[config.mk]
export PLATFORM = sky130hd
export DESIGN_NAME = floating_point_rounding_flat
export DESIGN_NICKNAME = d
export VERILOG_FILES = /design/src/rtl/floating_point_rounding_if.sv /design/src/rtl/floating_point_rounding.sv /design/src/flat_wrapper.sv
export SDC_FILE = /design/constraint.sdc
export NUM_CORES = 1
export LEC_CHECK = 0
export ABC_AREA = 1
export ABC_CLOCK_PERIOD_IN_PS = 2300
export BUFFER_PORTS_ARGS = -buffer_cell sky130_fd_sc_hd__buf_2
export CORE_ASPECT_RATIO = 2
export CORE_UTILIZATION = 30
export CTS_CLUSTER_DIAMETER = 100
export DETAILED_ROUTE_END_ITERATION = 10
export GPL_ROUTABILITY_DRIVEN = 0
export PLACE_DENSITY = 0.46
export SYNTH_ARGS = -nofsm -noshare
export SYNTH_HDL_FRONTEND = slang
export SYNTH_SLANG_ARGS = --single-unit
[constraint.sdc]
create_clock -name clk_in -period 2.3 [get_ports clk_in]
set_input_delay 0.115 -clock clk_in [delete_from_list [all_inputs] [get_ports clk_in]]
set_output_delay 0.115 -clock clk_in [all_outputs]
set_load 0.005 [all_outputs]
[src/rtl/floating_point_rounding_if.sv]
// Operand/result bus for the add/sub rounding stage: valid/ready on both sides.
// slave = the rounding block's view, master = the producer/consumer side.
interface floating_point_rounding_if #(
   parameter int DATA_WIDTH = 32,
   parameter int MENT_WIDTH = 23,
   parameter int EXPO_WIDTH = 8
);
   logic                  valid_in;
   logic                  ready_out;
   logic                  sign_in;
   logic [EXPO_WIDTH-1:0] exponent_in;
   logic [MENT_WIDTH:0]   mentissa_in;
   logic [2:0]            grs_in;
   logic [1:0]            round_mode_in;
   logic [DATA_WIDTH-1:0] floating_out;
   logic                  valid_out;
   logic                  ready_in;
   logic                  overflow_out;
   logic                  inexact_out;

   modport slave (
      input  valid_in, sign_in, exponent_in, mentissa_in, grs_in, round_mode_in, ready_in,
      output ready_out, floating_out, valid_out, overflow_out, inexact_out
   );

   modport master (
      output valid_in, sign_in, exponent_in, mentissa_in, grs_in, round_mode_in, ready_in,
      input  ready_out, floating_out, valid_out, overflow_out, inexact_out
   );
endinterface

[src/rtl/floating_point_rounding.sv]
// Stage-5 IEEE-754 rounding for the single-precision add/sub path, 2-stage valid/ready pipeline.
// Define FP_ROUND_MODES_EN to honour round_mode_in (RNE/RTZ/+inf/-inf); otherwise RNE only.
module floating_point_rounding #(
   parameter int DATA_WIDTH = 32,
   parameter int MENT_WIDTH = 23,
   parameter int EXPO_WIDTH = 8
) (
   input logic                     clk_in,
   input logic                     rst_in,
   floating_point_rounding_if.slave bus
);

   logic s1_adv;
   logic s2_adv;

   logic                  s1_valid_q,   s1_valid_d;
   logic                  s1_sign_q,    s1_sign_d;
   logic [EXPO_WIDTH-1:0] s1_exp_q,     s1_exp_d;
   logic [MENT_WIDTH:0]   s1_ment_q,    s1_ment_d;
   logic                  s1_inc_q,     s1_inc_d;
   logic                  s1_inexact_q, s1_inexact_d;

   logic                  s2_valid_q,   s2_valid_d;
   logic [DATA_WIDTH-1:0] s2_float_q,   s2_float_d;
   logic                  s2_ovf_q,     s2_ovf_d;
   logic                  s2_inexact_q, s2_inexact_d;

   logic                  grs_any;
   logic                  inc_rne;
   logic                  inc_raw;
   logic                  is_inf_nan;
   logic                  is_zero;

   logic [MENT_WIDTH:0]   low_sum;
   logic                  carry;
   logic [EXPO_WIDTH-1:0] exp_inc;
   logic                  ovf;

   always_comb begin
      s2_adv        = !s2_valid_q || bus.ready_in;
      s1_adv        = !s1_valid_q || s2_adv;
      bus.ready_out = s1_adv && !rst_in;
   end

   always_comb begin
      grs_any    = |bus.grs_in;
      inc_rne    = bus.grs_in[2] && (bus.grs_in[1] || bus.grs_in[0] || bus.mentissa_in[0]);
      is_inf_nan = &bus.exponent_in;
      is_zero    = (bus.exponent_in == '0) && (bus.mentissa_in == '0);
`ifdef FP_ROUND_MODES_EN
      case (bus.round_mode_in)
         2'b00:   inc_raw = inc_rne;
         2'b01:   inc_raw = 1'b0;
         2'b10:   inc_raw = !bus.sign_in && grs_any;
         default: inc_raw = bus.sign_in && grs_any;
      endcase
`else
      inc_raw = inc_rne;
`endif
   end

   // Specials bypass rounding by suppressing the increment; inf/NaN also report exact.
   always_comb begin
      s1_valid_d   = s1_valid_q;
      s1_sign_d    = s1_sign_q;
      s1_exp_d     = s1_exp_q;
      s1_ment_d    = s1_ment_q;
      s1_inc_d     = s1_inc_q;
      s1_inexact_d = s1_inexact_q;
      if (s1_adv) begin
         s1_valid_d = bus.valid_in;
         if (bus.valid_in) begin
            s1_sign_d    = bus.sign_in;
            s1_exp_d     = bus.exponent_in;
            s1_ment_d    = bus.mentissa_in;
            s1_inc_d     = inc_raw && !is_inf_nan && !is_zero;
            s1_inexact_d = grs_any && !is_inf_nan;
         end
      end
   end

   // The field add carries into the hidden bit; it only overflows the mantissa when the
   // hidden bit was already set, which is the same carry as the full (MENT_WIDTH+2)-bit sum.
   always_comb begin
      low_sum = {1'b0, s1_ment_q[MENT_WIDTH-1:0]} + {{MENT_WIDTH{1'b0}}, s1_inc_q};
      carry   = low_sum[MENT_WIDTH] && s1_ment_q[MENT_WIDTH];
      exp_inc = s1_exp_q + {{(EXPO_WIDTH-1){1'b0}}, 1'b1};
      ovf     = carry && (&exp_inc);
   end

   always_comb begin
      s2_valid_d   = s2_valid_q;
      s2_float_d   = s2_float_q;
      s2_ovf_d     = s2_ovf_q;
      s2_inexact_d = s2_inexact_q;
      if (s2_adv) begin
         s2_valid_d = s1_valid_q;
         if (s1_valid_q) begin
            if (ovf) begin
               s2_float_d = {s1_sign_q, {EXPO_WIDTH{1'b1}}, {MENT_WIDTH{1'b0}}};
            end else if (carry) begin
               s2_float_d = {s1_sign_q, exp_inc, {MENT_WIDTH{1'b0}}};
            end else begin
               s2_float_d = {s1_sign_q, s1_exp_q, low_sum[MENT_WIDTH-1:0]};
            end
            s2_ovf_d     = ovf;
            s2_inexact_d = s1_inexact_q || ovf;
         end
      end
   end

   always_ff @(posedge clk_in or posedge rst_in) begin
      if (rst_in) begin
         s1_valid_q   <= 1'b0;
         s1_sign_q    <= 1'b0;
         s1_exp_q     <= '0;
         s1_ment_q    <= '0;
         s1_inc_q     <= 1'b0;
         s1_inexact_q <= 1'b0;
         s2_valid_q   <= 1'b0;
         s2_float_q   <= '0;
         s2_ovf_q     <= 1'b0;
         s2_inexact_q <= 1'b0;
      end else begin
         s1_valid_q   <= s1_valid_d;
         s1_sign_q    <= s1_sign_d;
         s1_exp_q     <= s1_exp_d;
         s1_ment_q    <= s1_ment_d;
         s1_inc_q     <= s1_inc_d;
         s1_inexact_q <= s1_inexact_d;
         s2_valid_q   <= s2_valid_d;
         s2_float_q   <= s2_float_d;
         s2_ovf_q     <= s2_ovf_d;
         s2_inexact_q <= s2_inexact_d;
      end
   end

   always_comb begin
      bus.valid_out    = s2_valid_q;
      bus.floating_out = s2_float_q;
      bus.overflow_out = s2_ovf_q;
      bus.inexact_out  = s2_inexact_q;
   end

endmodule
[src/flat_wrapper.sv]
// flat-port wrapper written by rule: the top's interface ports become plain ports
module floating_point_rounding_flat 
#(
   parameter int DATA_WIDTH = 32,
   parameter int MENT_WIDTH = 23,
   parameter int EXPO_WIDTH = 8
)
  (clk_in, rst_in, bus_valid_in, bus_sign_in, bus_exponent_in, bus_mentissa_in, bus_grs_in, bus_round_mode_in, bus_ready_in, bus_ready_out, bus_floating_out, bus_valid_out, bus_overflow_out, bus_inexact_out);
  floating_point_rounding_if #(.DATA_WIDTH(DATA_WIDTH), .MENT_WIDTH(MENT_WIDTH), .EXPO_WIDTH(EXPO_WIDTH)) bus_i ();
  input logic clk_in;
  input logic rst_in;
  input wire logic [$bits(bus_i.valid_in)-1:0] bus_valid_in;
  input wire logic [$bits(bus_i.sign_in)-1:0] bus_sign_in;
  input wire logic [$bits(bus_i.exponent_in)-1:0] bus_exponent_in;
  input wire logic [$bits(bus_i.mentissa_in)-1:0] bus_mentissa_in;
  input wire logic [$bits(bus_i.grs_in)-1:0] bus_grs_in;
  input wire logic [$bits(bus_i.round_mode_in)-1:0] bus_round_mode_in;
  input wire logic [$bits(bus_i.ready_in)-1:0] bus_ready_in;
  output wire logic [$bits(bus_i.ready_out)-1:0] bus_ready_out;
  output wire logic [$bits(bus_i.floating_out)-1:0] bus_floating_out;
  output wire logic [$bits(bus_i.valid_out)-1:0] bus_valid_out;
  output wire logic [$bits(bus_i.overflow_out)-1:0] bus_overflow_out;
  output wire logic [$bits(bus_i.inexact_out)-1:0] bus_inexact_out;
  assign bus_i.valid_in = bus_valid_in;
  assign bus_i.sign_in = bus_sign_in;
  assign bus_i.exponent_in = bus_exponent_in;
  assign bus_i.mentissa_in = bus_mentissa_in;
  assign bus_i.grs_in = bus_grs_in;
  assign bus_i.round_mode_in = bus_round_mode_in;
  assign bus_i.ready_in = bus_ready_in;
  assign bus_ready_out = bus_i.ready_out;
  assign bus_floating_out = bus_i.floating_out;
  assign bus_valid_out = bus_i.valid_out;
  assign bus_overflow_out = bus_i.overflow_out;
  assign bus_inexact_out = bus_i.inexact_out;
  floating_point_rounding #(.DATA_WIDTH(DATA_WIDTH), .MENT_WIDTH(MENT_WIDTH), .EXPO_WIDTH(EXPO_WIDTH)) u_core (.clk_in(clk_in), .rst_in(rst_in), .bus(bus_i));
endmodule
Word-level counts from Yosys, hierarchy flattened
Index checks and enable logic that the tools add are counted.

Flip-flop bits (word level): 71. Latch bits: 0. Memory bits (writable): 0. Bits in read-only memories: 0. Bits of input ports: 42. Output and inout bits: 36. Logic and storage cells: 39. Memories: 0.

Add/sub/neg operators: 2. Multiply operators: 0. Divide/modulo/power cells: 0. Order comparisons: 0. Eq/ne operators: 0. Shift-type cells: 0. Mux-type cells: 2. Bitwise logic cells: 0. Reduce and logical (&&, ||, !) cells: 25.

Operator list (count): two-way mux 31 bit (2); adder 23 x 1 -> 24 bit (1); logical NOT 24 bit (1); AND reduction 8 bit (2); adder 8 x 1 -> 8 bit (second input constant) (1); logical AND 1 bit (8); logical NOT 8 bit (1); logical NOT 1 bit (5); logical OR 1 bit (5); AND reduction 2 bit (2); OR reduction 3 bit (1).

Depth between registers and ports, before layout
Word-level depth: 5. Gate-level depth with buffers: 12. Gate-level depth less buffers: 12.

Least setup slack after synthesis
Ideal clock, no wire load.

Kind: input port to output port. Start: input port rst_in. End: output port bus_ready_out. Arrival time: 1.825 ns. Required time: 2.185 ns. Setup slack: 0.360 ns. Stages: 3. Cells stage by stage: inv_1 -> nand2_1 -> inv_1.

Cells in the longest elaborated chain, start to end: 2.

Ends and longest elaborated chain: start: declaration (RTL line flat_wrapper.sv:11) `input logic rst_in;`; logical NOT 1 bit (RTL line floating_point_rounding.sv:42) `bus.ready_out = s1_adv && !rst_in;`; logical AND 1 bit (RTL line floating_point_rounding.sv:42); end: declaration (RTL line flat_wrapper.sv:19) `output wire logic [$bits(bus_i.ready_out)-1:0] bus_ready_out;`.

No other way between the ends.

Final worst setup path
Start: register u_core.s1_inc_q. End: register u_core.s2_float_q[18] (netlist: u_core.bus.floating_out[18]).

Cells in the longest elaborated chain, start to end: 4.

Ends and longest elaborated chain: start: declaration (RTL line floating_point_rounding.sv:20) `logic s1_inc_q, s1_inc_d;`; start signal: assignment (RTL line floating_point_rounding.sv:129) `s1_inc_q <= s1_inc_d;`; adder 23 x 1 -> 24 bit (*) (RTL line floating_point_rounding.sv:85) `low_sum = {1'b0, s1_ment_q[MENT_WIDTH-1:0]} + {{MENT_WIDTH{1'b0}}, s1_inc_q};`; logical AND 1 bit (RTL line floating_point_rounding.sv:86) `carry = low_sum[MENT_WIDTH] && s1_ment_q[MENT_WIDTH];`; two-way mux 31 bit or logical AND 1 bit (tied branches) (RTL line floating_point_rounding.sv:101, floating_point_rounding.sv:88); two-way mux 31 bit (*) (RTL line floating_point_rounding.sv:99) `if (ovf) begin`; end signal: assignment (RTL line floating_point_rounding.sv:132) `s2_float_q <= s2_float_d;`; end: declaration (RTL line floating_point_rounding.sv:24) `logic [DATA_WIDTH-1:0] s2_float_q, s2_float_d;`.

Every way passes the cells marked *; elsewhere a longest branch is shown, timed or not. A chain may end at the register's enable or synchronous reset.

==> impl_metrics.env <==
export IMPL_run_status="finished clean"
export IMPL_end_kind="flop"
export IMPL_initial_core_util_pct=30.6
export IMPL_firstDrtPassIters=4
export IMPL_ratio_of_final_minimum_period_to_clock_period_pct=89.1
export IMPL_total_leakage_power_nw=2.25
export IMPL_synth_compound_area_share_pct=10.9
export IMPL_postLayoutCoreUtil_pct=37.3
export IMPL_worstMarginPinSlew_ns=0.529
export IMPL_n_fill_cell=1361
export IMPL_cts_sink_count=71
export IMPL_synthCells=475
export IMPL_routedWlPerCell_um=12.9
export IMPL_synthSimpleGateAreaFrac_pct=27.7
export IMPL_drt_drc_violations_left=0
export IMPL_first_global_vias=3170
export IMPL_insertion_delay_ns=0.33
export IMPL_timing_slew_headroom_pct=64.4
export IMPL_timing_final_max_slew_violations=0
export IMPL_core_area_sq_um=12100
export IMPL_setup_repair_after_global_routing_missed_its_margin="no"
export IMPL_wl_um=9080
export IMPL_proportion_of_layout_cells_with_a_drive_suffix_above_1_pct=20.0
export IMPL_critical_path_class="flop to flop"
export IMPL_design_final_nets=600
export IMPL_share_of_flip_flops_with_an_asynchronous_set_or_reset_pct=100
export IMPL_timing_critical_path_from_type="flop"
export IMPL_synth_seq_cells=71
export IMPL_fin_ws_ns=0.250
export IMPL_total_clock_buffers_created_by_cts=9
export IMPL_synth_largest_type_area_fraction_pct=47.9
export IMPL_worst_endpoint_arrival_ns=2.26
export IMPL_max_clock_freq_mhz=488
export IMPL_grt_max_degree=46
export IMPL_detail_route_antenna_nets=0
export IMPL_count_of_synthesis_stage_warnings_from_yosys=0
export IMPL_antenna_found_initial=0
export IMPL_layout_min_cycle_time_ns=2.05
export IMPL_regArea_sq_um=1780
export IMPL_vdd_ir_drop_worst_mv=0.399
export IMPL_worst_hold_path_type="primary input to flop"
export IMPL_grt_remaining_overflow=0
export IMPL_post_dp_hpwl_um=7410
export IMPL_yosys_area_share_xor_xnor_pct=3.54
export IMPL_io_buffers=75
export IMPL_root_buffer="sky130_fd_sc_hd__clkbuf_16"
export IMPL_all_layer_global_routing_usage_pct=15.6
export IMPL_worstPathMaxFanout=4
export IMPL_dieWidth_um=80.7
export IMPL_preCtsSetupSlack_ns=0.205
export IMPL_num_vias=3197
export IMPL_design_portCount=78
export IMPL_most_common_layout_cells="sky130_fd_sc_hd__nand2_1 (136), sky130_fd_sc_hd__buf_2 (75), sky130_fd_sc_hd__dfrtp_1 (71)"
export IMPL_ys_seq_area_share_pct=47.9
export IMPL_hold_viol=0
export IMPL_grt_first_pass_wirelength_um=15200
export IMPL_synth_adder_area_share_pct=1.35
export IMPL_cts_root_to_sink_buffers=2
export IMPL_whs_ns=0.0230
export IMPL_post_dp_cell_area_sq_um=4240
export IMPL_post_synthesis_instance_area_sq_um=3710
export IMPL_fp_dieArea_sq_um=12900
export IMPL_cts_resized=0
export IMPL_top_cells_by_area_in_the_synthesized_netlist="sky130_fd_sc_hd__dfrtp_1 (48%), sky130_fd_sc_hd__nand2_1 (14%), sky130_fd_sc_hd__o21ai_0 (7.8%), sky130_fd_sc_hd__inv_1 (6.3%), sky130_fd_sc_hd__nor2_1 (3.0%)"
export IMPL_total_power_density_per_cell_area_nw_per_um2=853
export IMPL_report_final_setup_viol=0
export IMPL_cts_tree="done"
export IMPL_synthDistinctLibCells=34
export IMPL_synth_mux_area_share_pct=0
export IMPL_tns_ns=0
export IMPL_post_route_cell_area_sq_um=4520
export IMPL_max_cap_violations=0
export IMPL_flow_area_growth_from_synthesis_pct=21.7
export IMPL_combinational_family_with_the_most_area_after_synthesis="simple AND/OR/NAND/NOR gates"
export IMPL_die_height_um=159
export IMPL_multiInputGateArea_sq_um=1610
export IMPL_site_row_count=57
export IMPL_via_per_inst=4.53
export IMPL_synth_nets=521
export IMPL_synth_enable_flop_cells=0
export IMPL_required_ns=2.51
export IMPL_cts_max_level=3
export IMPL_synth_largest_area_cell="sky130_fd_sc_hd__dfrtp_1"
export IMPL_antenna_cells=0
export IMPL_per_instance_average_area_after_synthesis_sq_um=7.82
export IMPL_cts_reportedPaths_clkPinSlew_ns=0.05
export IMPL_worst_clock_skew_ns=0.00415
export IMPL_drt_initial_drc_count=95
export IMPL_mostFrequentLayoutCell="sky130_fd_sc_hd__nand2_1"
export IMPL_synthFlopType="sky130_fd_sc_hd__dfrtp_1"
-- power by group --
part	leakage [nW]	switching (mW)	internal (mW)
Sequential	0.873	0.226	1.53
Combinational	1.25	0.471	0.370
Clock	0.131	0.464	0.790
-- Yosys cell counts (all sizes together), types with 3 or more instances --
master	number
inv	64
nand4	13
o21ai	71
nand2	143
xor2	8
nor3	7
nor4	3
ha	4
xnor2	7
dfrtp	71
clkbuf	6
nand3	23
nor2	36
buf	6
-- final timing paths --
path	from	end	slack, ns	cells after the start
worst max-delay path	u_core.s1_inc_q$_DFFE_PP0P_	u_core.bus.floating_out[18]$_DFFE_PP0P_	0.25	9
worst min-delay path	bus_sign_in	u_core.s1_sign_q$_DFFE_PP0P_	0.02	3
worst max register to register	u_core.s1_inc_q$_DFFE_PP0P_	u_core.bus.floating_out[18]$_DFFE_PP0P_	0.25	9
worst min register to register	u_core.bus.floating_out[23]$_DFFE_PP0P_	u_core.bus.floating_out[23]$_DFFE_PP0P_	0.47	2
max in group asynchronous	rst_in	u_core.s1_exp_q[4]$_DFFE_PP0P_	1.30	4
min in group asynchronous	rst_in	u_core.bus.floating_out[7]$_DFFE_PP0P_	0.24	3
-- per-layer routing --
layer  track usage, %  share of wire (%)
met5                0                  0
met2             27.6                 53
met4             5.84                1.4
met1             17.9                 42
met3             3.04                3.4
-- cell families (layout without fill, tap and decap cells) --
group           after synthesis  in the layout
simple gates                229            229
compound gates               78             78
buf+inv                      78            162
flops                        71             71
xor+xnor                     15             15
fa+ha+maj                     4              4
-- stage by stage --
stage                     total power, mW  std cells
after floorplan                      2.25        475
after global placement               2.63        689
after detailed placement             2.64        689
after CTS                            3.93        706
after global routing                 4.14        706
final                                3.85        706
-- sequential cells by signal, indices dropped and copies added, names as in the netlist --
signal	count
u_core.s1_ment_q	24
u_core.s1_inc_q	1
u_core.bus.floating_out	32
u_core.s1_sign_q	1
u_core.s1_exp_q	8
u_core.s1_inexact_q	1
u_core.bus.valid_out	1
u_core.s1_valid_q	1
u_core.bus.inexact_out	1
u_core.bus.overflow_out	1
-- layout make-up --
| cell class | count | share of cell area [%] |
|---|---|---|
| flip-flops and latches | 71 | 39.3 |
| multi-input cells | 326 | 35.7 |
| repair buffers | 82 | 9.53 |
| clock buffers | 16 | 6.01 |
| inverters | 64 | 5.32 |
| well taps | 147 | 4.07 |
-- worst max-delay path, cell delays in order, from the launching register on --
cell	delay, ns
sky130_fd_sc_hd__dfrtp_1	0.36
sky130_fd_sc_hd__ha_1	0.26
sky130_fd_sc_hd__ha_1	0.24
sky130_fd_sc_hd__nand3_1	0.18
sky130_fd_sc_hd__inv_2	0.11
sky130_fd_sc_hd__nand2_1	0.08
sky130_fd_sc_hd__nor3_2	0.28
sky130_fd_sc_hd__nand2_1	0.16
sky130_fd_sc_hd__o21ai_0	0.17
sky130_fd_sc_hd__o21ai_0	0.08
-- repair_timing --
item | CTS | global route
buffers inserted | 0 | 0
hold buffers | 1 | 0
endpoints found under the hold margin | 7 | 0
No activity file was read; power rests on OpenSTA's default activity.
